--- src/rtl/jtframe_dwnld_pack.sv ---
// jtframe_dwnld_pack
// Packs the download byte stream into 16-bit SDRAM programming words.
// Each word is tagged with an SDRAM bank and a DQM-style byte mask.
// Optional macro JTFRAME_DWNLD_SWAB_EN swaps the byte lanes for
// big-endian 16-bit ROM sets.
`timescale 1ns/1ps

module jtframe_dwnld_pack #(
   parameter logic [26:0] BA1_START = 27'h7FF_FFFF,
   parameter logic [26:0] BA2_START = 27'h7FF_FFFF,
   parameter logic [26:0] BA3_START = 27'h7FF_FFFF
) (
   input  logic        clk,
   input  logic        rst_n,
   input  logic        downloading,
   input  logic [26:0] ioctl_addr,
   input  logic [7:0]  ioctl_dout,
   input  logic        ioctl_rom_wr,
   output logic        dwnld_wait,
   output logic        dwnld_busy,
   output logic [21:0] prog_addr,
   output logic [15:0] prog_data,
   output logic [1:0]  prog_mask,
   output logic [1:0]  prog_ba,
   output logic        prog_we,
   input  logic        prog_rdy,
   output logic        pack_err
);

`ifdef JTFRAME_DWNLD_SWAB_EN
   localparam logic SWAB = 1'b1;
`else
   localparam logic SWAB = 1'b0;
`endif

   typedef enum logic [1:0] {IDLE, HOLD, WRITE} state_t;

   state_t      state_q, state_d;
   logic [15:0] holdData_q, holdData_d;
   logic [21:0] holdAddr_q, holdAddr_d;
   logic [1:0]  holdBa_q, holdBa_d;
   logic [1:0]  holdValid_q, holdValid_d;
   logic [21:0] progAddr_q, progAddr_d;
   logic [15:0] progData_q, progData_d;
   logic [1:0]  progMask_q, progMask_d;
   logic [1:0]  progBa_q, progBa_d;
   logic        progWe_q, progWe_d;
   logic        wait_q, wait_d;
   logic        err_q, err_d;

   logic [1:0]  byteBa;
   logic [26:0] byteOffset;
   logic [21:0] byteWord;
   logic        byteLane;
   logic [15:0] byteData;
   logic [1:0]  byteValid;
   logic        strobe;
   logic        accept;
   logic        sameWord;
   logic        unusedOffsetBits;

   // Bank decode and lane placement for the incoming byte
   always_comb begin
      byteBa     = 2'd0;
      byteOffset = ioctl_addr;
      if (ioctl_addr >= BA3_START) begin
         byteBa     = 2'd3;
         byteOffset = ioctl_addr - BA3_START;
      end else if (ioctl_addr >= BA2_START) begin
         byteBa     = 2'd2;
         byteOffset = ioctl_addr - BA2_START;
      end else if (ioctl_addr >= BA1_START) begin
         byteBa     = 2'd1;
         byteOffset = ioctl_addr - BA1_START;
      end
      byteWord  = byteOffset[22:1];
      byteLane  = byteOffset[0] ^ SWAB;
      byteData  = byteLane ? {ioctl_dout, 8'h00} : {8'h00, ioctl_dout};
      byteValid = byteLane ? 2'b10 : 2'b01;
   end

   assign unusedOffsetBits = ^byteOffset[26:23];

   assign strobe   = ioctl_rom_wr & downloading;
   assign accept   = strobe & ~wait_q;
   assign sameWord = (holdValid_q != 2'b00) && (holdBa_q == byteBa) &&
                     (holdAddr_q == byteWord) && ((holdValid_q & byteValid) == 2'b00);

   // Next-state logic: hold register management and word issue
   always_comb begin
      state_d     = state_q;
      holdData_d  = holdData_q;
      holdAddr_d  = holdAddr_q;
      holdBa_d    = holdBa_q;
      holdValid_d = holdValid_q;
      progAddr_d  = progAddr_q;
      progData_d  = progData_q;
      progMask_d  = progMask_q;
      progBa_d    = progBa_q;
      progWe_d    = progWe_q;
      err_d       = err_q | (strobe & wait_q);
      case (state_q)
         IDLE: begin
            if (accept) begin
               holdData_d  = byteData;
               holdAddr_d  = byteWord;
               holdBa_d    = byteBa;
               holdValid_d = byteValid;
               state_d     = HOLD;
            end
         end
         HOLD: begin
            if (accept) begin
               progAddr_d = holdAddr_q;
               progBa_d   = holdBa_q;
               progWe_d   = 1'b1;
               state_d    = WRITE;
               if (sameWord) begin
                  progData_d  = holdData_q | byteData;
                  progMask_d  = 2'b00;
                  holdValid_d = 2'b00;
               end else begin
                  progData_d  = holdData_q;
                  progMask_d  = ~holdValid_q;
                  holdData_d  = byteData;
                  holdAddr_d  = byteWord;
                  holdBa_d    = byteBa;
                  holdValid_d = byteValid;
               end
            end else if (!downloading) begin
               progAddr_d  = holdAddr_q;
               progBa_d    = holdBa_q;
               progData_d  = holdData_q;
               progMask_d  = ~holdValid_q;
               progWe_d    = 1'b1;
               holdValid_d = 2'b00;
               state_d     = WRITE;
            end
         end
         WRITE: begin
            if (accept) begin
               if (holdValid_q == 2'b00) begin
                  holdData_d  = byteData;
                  holdAddr_d  = byteWord;
                  holdBa_d    = byteBa;
                  holdValid_d = byteValid;
               end else begin
                  err_d = 1'b1;
               end
            end
            if (prog_rdy) begin
               progWe_d = 1'b0;
               state_d  = (holdValid_d != 2'b00) ? HOLD : IDLE;
            end
         end
         default: state_d = IDLE;
      endcase
      wait_d = (state_d == WRITE) && (holdValid_d != 2'b00);
   end

   // State, hold and output registers
   always_ff @(posedge clk or negedge rst_n) begin
      if (!rst_n) begin
         state_q     <= IDLE;
         holdData_q  <= 16'h0000;
         holdAddr_q  <= 22'd0;
         holdBa_q    <= 2'd0;
         holdValid_q <= 2'b00;
         progAddr_q  <= 22'd0;
         progData_q  <= 16'h0000;
         progMask_q  <= 2'b11;
         progBa_q    <= 2'd0;
         progWe_q    <= 1'b0;
         wait_q      <= 1'b0;
         err_q       <= 1'b0;
      end else begin
         state_q     <= state_d;
         holdData_q  <= holdData_d;
         holdAddr_q  <= holdAddr_d;
         holdBa_q    <= holdBa_d;
         holdValid_q <= holdValid_d;
         progAddr_q  <= progAddr_d;
         progData_q  <= progData_d;
         progMask_q  <= progMask_d;
         progBa_q    <= progBa_d;
         progWe_q    <= progWe_d;
         wait_q      <= wait_d;
         err_q       <= err_d;
      end
   end

   assign dwnld_busy = downloading | (state_q != IDLE);
   assign dwnld_wait = wait_q;
   assign prog_addr  = progAddr_q;
   assign prog_data  = progData_q;
   assign prog_mask  = progMask_q;
   assign prog_ba    = progBa_q;
   assign prog_we    = progWe_q;
   assign pack_err   = err_q;

endmodule
--- config.mk ---
export PLATFORM = sky130hd
export DESIGN_NAME = jtframe_dwnld_pack
export DESIGN_NICKNAME = d
export VERILOG_FILES = /design/src/rtl/jtframe_dwnld_pack.sv
export SDC_FILE = /design/constraint.sdc
export NUM_CORES = 1
export LEC_CHECK = 0
export CORE_ASPECT_RATIO = 0.8
export CORE_MARGIN = 1.5
export CORE_UTILIZATION = 54
export DETAILED_ROUTE_END_ITERATION = 10
export GPL_TIMING_DRIVEN = 0
export PLACE_DENSITY = 0.84
export SLEW_MARGIN = 10
export SYNTH_ARGS = -nofsm -noshare
export SYNTH_HDL_FRONTEND = slang
export SYNTH_SLANG_ARGS = --single-unit
--- constraint.sdc ---
create_clock -name clk -period 3 [get_ports clk]
set_input_delay 0.6 -clock clk [delete_from_list [all_inputs] [get_ports clk]]
set_output_delay 0.6 -clock clk [all_outputs]
set_load 0.02 [all_outputs]
==> results.toml, run 1 <==
[clock_tree]
cts_buffers = 9
tritoncts = "built"
holdBufCountCts = 0
htree_num_levels = 3
cts_root_buf = "clkbuf_16"
clkSinkCount = 87
clockBufferDepth = 2
insertion_delay_ps = 340
clk_pin_slew_ps = 70

[status]
status = "finished with violations"
violations = "negative setup slack"

[synthesis]
async_flop_share_pct = 100
synthSimpleGateAreaFrac_pct = 18.5
synth_area_per_cell_um2 = 10.1
synth_fa_ha_area_share_pct = 0.239
synthDistinctLibCells = 72
yosysTopAreaCell = "dfrtp_1"
seq_area_frac_synth_pct = 41.7
synthMuxAreaShare_pct = 9.84
synth_compound_area_share_pct = 23.6
synth_top_area_share_pct = 40.7
synth_area_leaders = "dfrtp_1 (41%), a221o_1 (6.5%), mux2_2 (5.2%)"
netlist_area_um2 = 5230
synth.most_common_cell = "dfrtp_1"
ys_seq_elements = 87
yosysWarnings = 0
synth_commonest_cells = "dfrtp_1 (85), a221o_1 (34), nand2_1 (29)"
synth_top_family_by_area = "compound AO/OA/AOI/OAI gates"
syn-num-nets = 558
syn_inst = 517
synth_ff_type = "dfrtp_1"
synth_edf_count = 0
synth_xor_area_share_pct = 1.17

[die]
fp.dieH_um = 91.0
fp.dieW_um = 113
dieArea_um2 = 10300
ios = 86
rows = 31
coreArea_um2 = 9230
start_util_pct = 56.6

[setup_path]
cp.arrival_ps = 3230
crit_start = "ioctl_addr[17]"
required_ps = 3220
cpPeakStageDelay_ps = 500
worstRegToRegCells = 8
slowest_stage = "nor4_4"
r2r_end = "holdData_q[7]$_DFFE_PN0P_"
worst-path-max-fanout = 10
cp-end-kind = "flop"
worstSetupStartpointType = "input port"
crit_family = "compound AO/OA/AOI/OAI gates"
crit_type = "in -> reg"
crit_chain = "clkdlybuf4s15_2 -> nand4_1 -> nor4_4 -> a21boi_1 -> a31oi_1 -> a32oi_2 -> a31oi_4 -> nor3_4 -> buf_4 -> buf_6 -> a221o_1"
regToRegStartpoint = "holdValid_q[0]$_DFF_PN0_"
cp_num_buf_inv = 3
regToRegSetupSlack_ps = 240

[route]
route.detailed.drc = 0
wirelength_mm = 19.5
wl_per_cell_um = 25.6
firstDrtPassIters = 6
via_per_inst = 7.02
drtIter0Drc = 778
num_vias = 5366
antenna_left = 0

[sta]
relSlewSlack_pct = 45.6
clock.fmax_ghz = 0.333
hold_viol = 0
setup_ws_ps = -6.75
skew_ps = 6.87
period_minus_slack_ps = 3010
setup_viol = 2
min_period_over_period_pct = 100
tightest_slew_ps = 813
slew_violations = 0

[pwr]
peakVddDrop_mv = 0.646
powerDensity_nw_per_um2 = 952
totalPowerFinal_mw = 6.82
power.leakage_nw = 3.02

[global_routing]
grt_pass1_wl_mm = 29.3
antenna_found_initial = 0
track_usage_pct = 37.3
overflow = 0
grt_max_degree = 55
grt_pass1_vias = 5094

[placement]
io_buffers = 82
placed_cells = 715
place.detailed.hpwl_mm = 13.0
preCtsSetupSlack_ps = -1150
place.gp.congestion = 0.997

[final_layout]
fin_util_pct = 77.6
n_antenna_cell = 0
finalNonFillerCells = 764
drive_gt1_share_pct = 26.5
syn_to_final_growth_pct = 37.1
layout.nets = 685
fill_cells = 610

[worst_hold_path]
min_path_type = "in -> async"

[flow_run]
max_cap_viol_count = 0
[metrics by stage]
step / instance area, µm² / hold slack, ps / TNS [ps]
after floorplan: 5230 / 304 / 0
after global placement: 6190 / 457 / -219630
after detailed placement: 6220 / 454 / -73380
after CTS: 7010 / 225 / 0
after global routing: 7160 / 249 / -865
final: 7160 / 210 / -7.04
[area by class of cell]
type                       count  area [µm²]  area share [%]
sequential                    87        2180            30.4
inverter                      20        75.1            1.05
multi-input combinational    374        3090            43.1
buffer                        34         230            3.21
clock buffer                   9         225            3.14
clock inverter                 7         126            1.76
tap                          115         144            2.01
timing repair buffer         118        1090            15.3
[layout by cell type (no fill, tap or decap), types with 14 or more instances in the layout]
master	instances
mux2_2	24
nand2b_1	20
inv_1	20
mux2i_1	20
clkdlybuf4s50_1	57
nand3_1	22
a221o_1	34
nand2_1	28
o31ai_1	14
buf_4	32
nor2_1	21
clkbuf_2	14
dfrtp_1	85
o21ai_0	17
[layer usage]
metal	vias up	global-route usage (%)	wire [µm]
li1	2268	-	-
met2	381	55.6	8780
met4	0	10.6	391
met1	2676	55.8	8330
met3	41	6.81	2040
met5	-	0	0
[worst max path at each step]
stage,end,cells after the start
finish,holdData_q[7]$_DFFE_PN0P_,11
global route,holdData_q[0]$_DFFE_PN0P_,11
CTS,holdAddr_q[8]$_DFFE_PN0P_,12
detailed placement,holdAddr_q[15]$_DFFE_PN0P_,11
global placement,prog_addr[3]$_DFFE_PN0P_,1
floorplan,holdAddr_q[15]$_DFFE_PN0P_,11
[kinds of logic (layout without fill, tap and decap cells)]
family | after synthesis | after routing
and+or+nand+nor | 166 | 166
AOI/OAI and AO/OA | 152 | 152
DFF | 87 | 87
buffers and inverters | 56 | 188
muxes | 48 | 48
xor gates and xnor gates | 7 | 7
adders and majority gates | 1 | 1
[worst register-to-register path, cell delays in order, from the launching register on]
cell      delay (ps)
dfrtp_1          360
clkbuf_1         220
o21ai_0          370
nand2b_1         220
nor2_1           670
nor3_4           100
buf_4            180
buf_6            140
a221o_1          360
[registers in the layout, summed over array words and instances, names as in the netlist]
name,count
holdAddr_q,22
state_q,2
holdData_q,16
prog_mask,2
prog_addr,22
holdValid_q,2
prog_we,1
prog_data,16
dwnld_wait,1
holdBa_q,1
pack_err,1
prog_ba,1
[where the power goes]
group / internal, mW / switching [mW] / leakage (nW) / total, mW
clock network: 0.826 / 0.512 / 0.169 / 1.34
registers: 1.74 / 0.556 / 1.05 / 2.29
logic: 1.53 / 1.66 / 1.81 / 3.19
total: 4.10 / 2.72 / 3.02 / 6.82
[repair_timing]
action | in CTS | in global routing
endpoints found under the setup margin | 79 | 79
setup buffers | 23 | 10
gates cloned | 1 | 1
resized for setup | 97 | 68
pin swaps | 21 | 21
Power figures use the tool's default switching activity.
==> run 2, diff against run 1 <==
--- a/config.mk
+++ b/config.mk
@@ -11,7 +11,8 @@
 export DETAILED_ROUTE_END_ITERATION = 10
 export GPL_TIMING_DRIVEN = 0
 export PLACE_DENSITY = 0.84
-export SLEW_MARGIN = 10
+export SLEW_MARGIN = 15
 export SYNTH_ARGS = -nofsm -noshare
 export SYNTH_HDL_FRONTEND = slang
 export SYNTH_SLANG_ARGS = --single-unit
+export TNS_END_PERCENT = 30
==> run 2 against run 1 <==
Against the previous run:
- the flow still finishes with violations (negative setup slack)
- core utilization rose by 0.61 points
- clock skew increased by 0.58 ps
- non-clock buffer count is 5 higher
- sequential cell count stayed put
- register-to-register slack hardly changed
- critical path depth is 1 lower
- clock power is essentially flat
- largest cell class unchanged
- die area unchanged
- hold slack better by 5.0 ps
==> results.toml, run 2 (synthesized netlist as in run 1, its figures left out) <==
[setup_path]
worstSetupStartpointType = "input port"
crit_type = "in -> reg"
worst-path-max-fanout = 8
crit_end = "holdAddr_q[11]$_DFFE_PN0P_"
crit_start = "ioctl_addr[18]"
cp.arrival_ps = 3260
cp-end-kind = "flop"
worstRegToRegCells = 8
required_ps = 3220
r2r_end = "holdData_q[7]$_DFFE_PN0P_"
regToRegSetupSlack_ps = 240
regToRegStartpoint = "holdValid_q[0]$_DFF_PN0_"

[placement]
placed_area_um2 = 6220
preCtsSetupSlack_ps = -1150
place.gp.congestion = 0.997
placed_cells = 715
place.detailed.hpwl_mm = 13.0
io_buffers = 82

[die]
coreArea_um2 = 9230
ios = 86
fp.dieH_um = 91.0
dieArea_um2 = 10300
fp.dieW_um = 113
start_util_pct = 56.6
rows = 31

[sta]
setup_viol = 17
hold_viol = 0
slew_violations = 0
tightest_slew_ps = 819
setup_ws_ps = -40.2
holdWs_ps = 215
relSlewSlack_pct = 45.2
skew_ps = 7.46
min_period_over_period_pct = 101
clock.fmax_ghz = 0.329
period_minus_slack_ps = 3040

[route]
drtIter0Drc = 724
wirelength_mm = 19.7
num_vias = 5447
wl_per_cell_um = 25.6
via_per_inst = 7.08
firstDrtPassIters = 7
route.detailed.drc = 0
antenna_left = 0

[flow_run]
max_cap_viol_count = 0

[clock_tree]
clk_pin_slew_ps = 60
insertion_delay_ps = 340
clockBufferDepth = 2
tritoncts = "built"
clkSinkCount = 87
cts_root_buf = "clkbuf_16"
htree_num_levels = 3
cts_buffers = 9

[final_layout]
finalInstanceArea_um2 = 7220
final_cell_mix = "dfrtp_1 (85), clkdlybuf4s50_1 (57), buf_4 (37), a221o_1 (34), nand2_1 (28)"
fill_cells = 608
syn_to_final_growth_pct = 38.1
finalNonFillerCells = 769
n_antenna_cell = 0
drive_gt1_share_pct = 27.1
fin_util_pct = 78.2
layout.nets = 690
final_common_cell = "dfrtp_1"

[global_routing]
grt_max_degree = 55
track_usage_pct = 37.3
overflow = 0
grt_pass1_wl_mm = 29.2
antenna_found_initial = 0
grt_pass1_vias = 5077

[pwr]
peakVddDrop_mv = 0.648
clkPwrFrac_pct = 19.4
p_sw_mw = 2.73
seqPwrFrac_pct = 33.5
p_sw_share_pct = 39.9
power.leakage_nw = 3.06
p_comb_share_pct = 47.1
internal_power_mw = 4.11
powerDensity_nw_per_um2 = 947

[status]
status = "finished with violations"
violations = "negative setup slack"

[worst_hold_path]
min_path_type = "in -> async"
-- run 2: changes by cell type in the layout (fill, tap and decap cells not counted), moves of 2 or more --
cell,before,now
clkbuf_2,14,12
clkbuf_4,2,4
o31ai_1,14,12
clkdlybuf4s15_2,4,1
o31ai_2,4,6
buf_6,9,11
buf_4,32,37
-- run 2: worst max-delay path: stages --
cell and delay (ps):
clkdlybuf4s15_1 350, nand4_1 280, nor4_4 500, a21boi_1 140
a31oi_1 240, a32oi_2 130, and3_4 230, and3_4 240
buf_8 160, a221o_1 360
-- run 2: layout make-up --
cell class	count	area, µm²	area share (%)
clock buffers	9	225	3.12
well taps	115	144	1.99
plain buffers	34	230	3.19
clock inverters	7	126	1.75
inverters	20	75.1	1.04
flip-flops and latches	87	2180	30.2
multi-input cells	374	3090	42.8
repair buffers	123	1150	15.9
-- run 2: worst min-delay path by stage --
stage	from	to	slack [ps]	depth (start not counted)
CTS	rst_n	prog_data[12]$_DFFE_PN0P_	230	1
global route	rst_n	prog_data[12]$_DFFE_PN0P_	250	1
finish	rst_n	prog_data[12]$_DFFE_PN0P_	220	1
floorplan	rst_n	dwnld_wait$_DFF_PN0_	300	0
detailed placement	pack_err$_DFF_PN0_	pack_err$_DFF_PN0_	450	1
global placement	pack_err$_DFF_PN0_	pack_err$_DFF_PN0_	460	1
-- run 2: power groups by stage --
stage          Clock [mW]  Sequential, mW  Combinational (mW)
2_1_floorplan           0            2.45                1.55
3_3_place_gp            0            2.22                2.89
3_5_place_dp            0            2.27                2.97
4_1_cts              1.33            2.26                3.09
5_1_grt              1.38            2.35                3.41
6_report             1.33            2.29                3.22
-- run 2: routing by layer --
metal / part of all wire (%) / GRT usage, % / vias up
met4: 2.9 / 10.4 / 0
met3: 11 / 6.81 / 70
met2: 44 / 55.4 / 418
met1: 43 / 55.9 / 2677
met5: 0 / 0 / -
li1: - / - / 2282
-- run 2: through the flow --
| stage | total power [mW] | TNS (ps) |
|---|---|---|
| finish | 6.84 | -298 |
| global route | 7.14 | -1020 |
| CTS | 6.68 | -0.692 |
| detailed placement | 5.23 | -73380 |
| global placement | 5.11 | -219630 |
| floorplan | 4.00 | 0 |
-- run 2: repair_timing --
item                       in CTS  in global routing
pin swaps                      21                 24
buffers inserted               23                 14
gates resized for setup        96                 86
setup endpoints to repair      79                 79
gates cloned                    1                  2
hold buffers                    0                  0
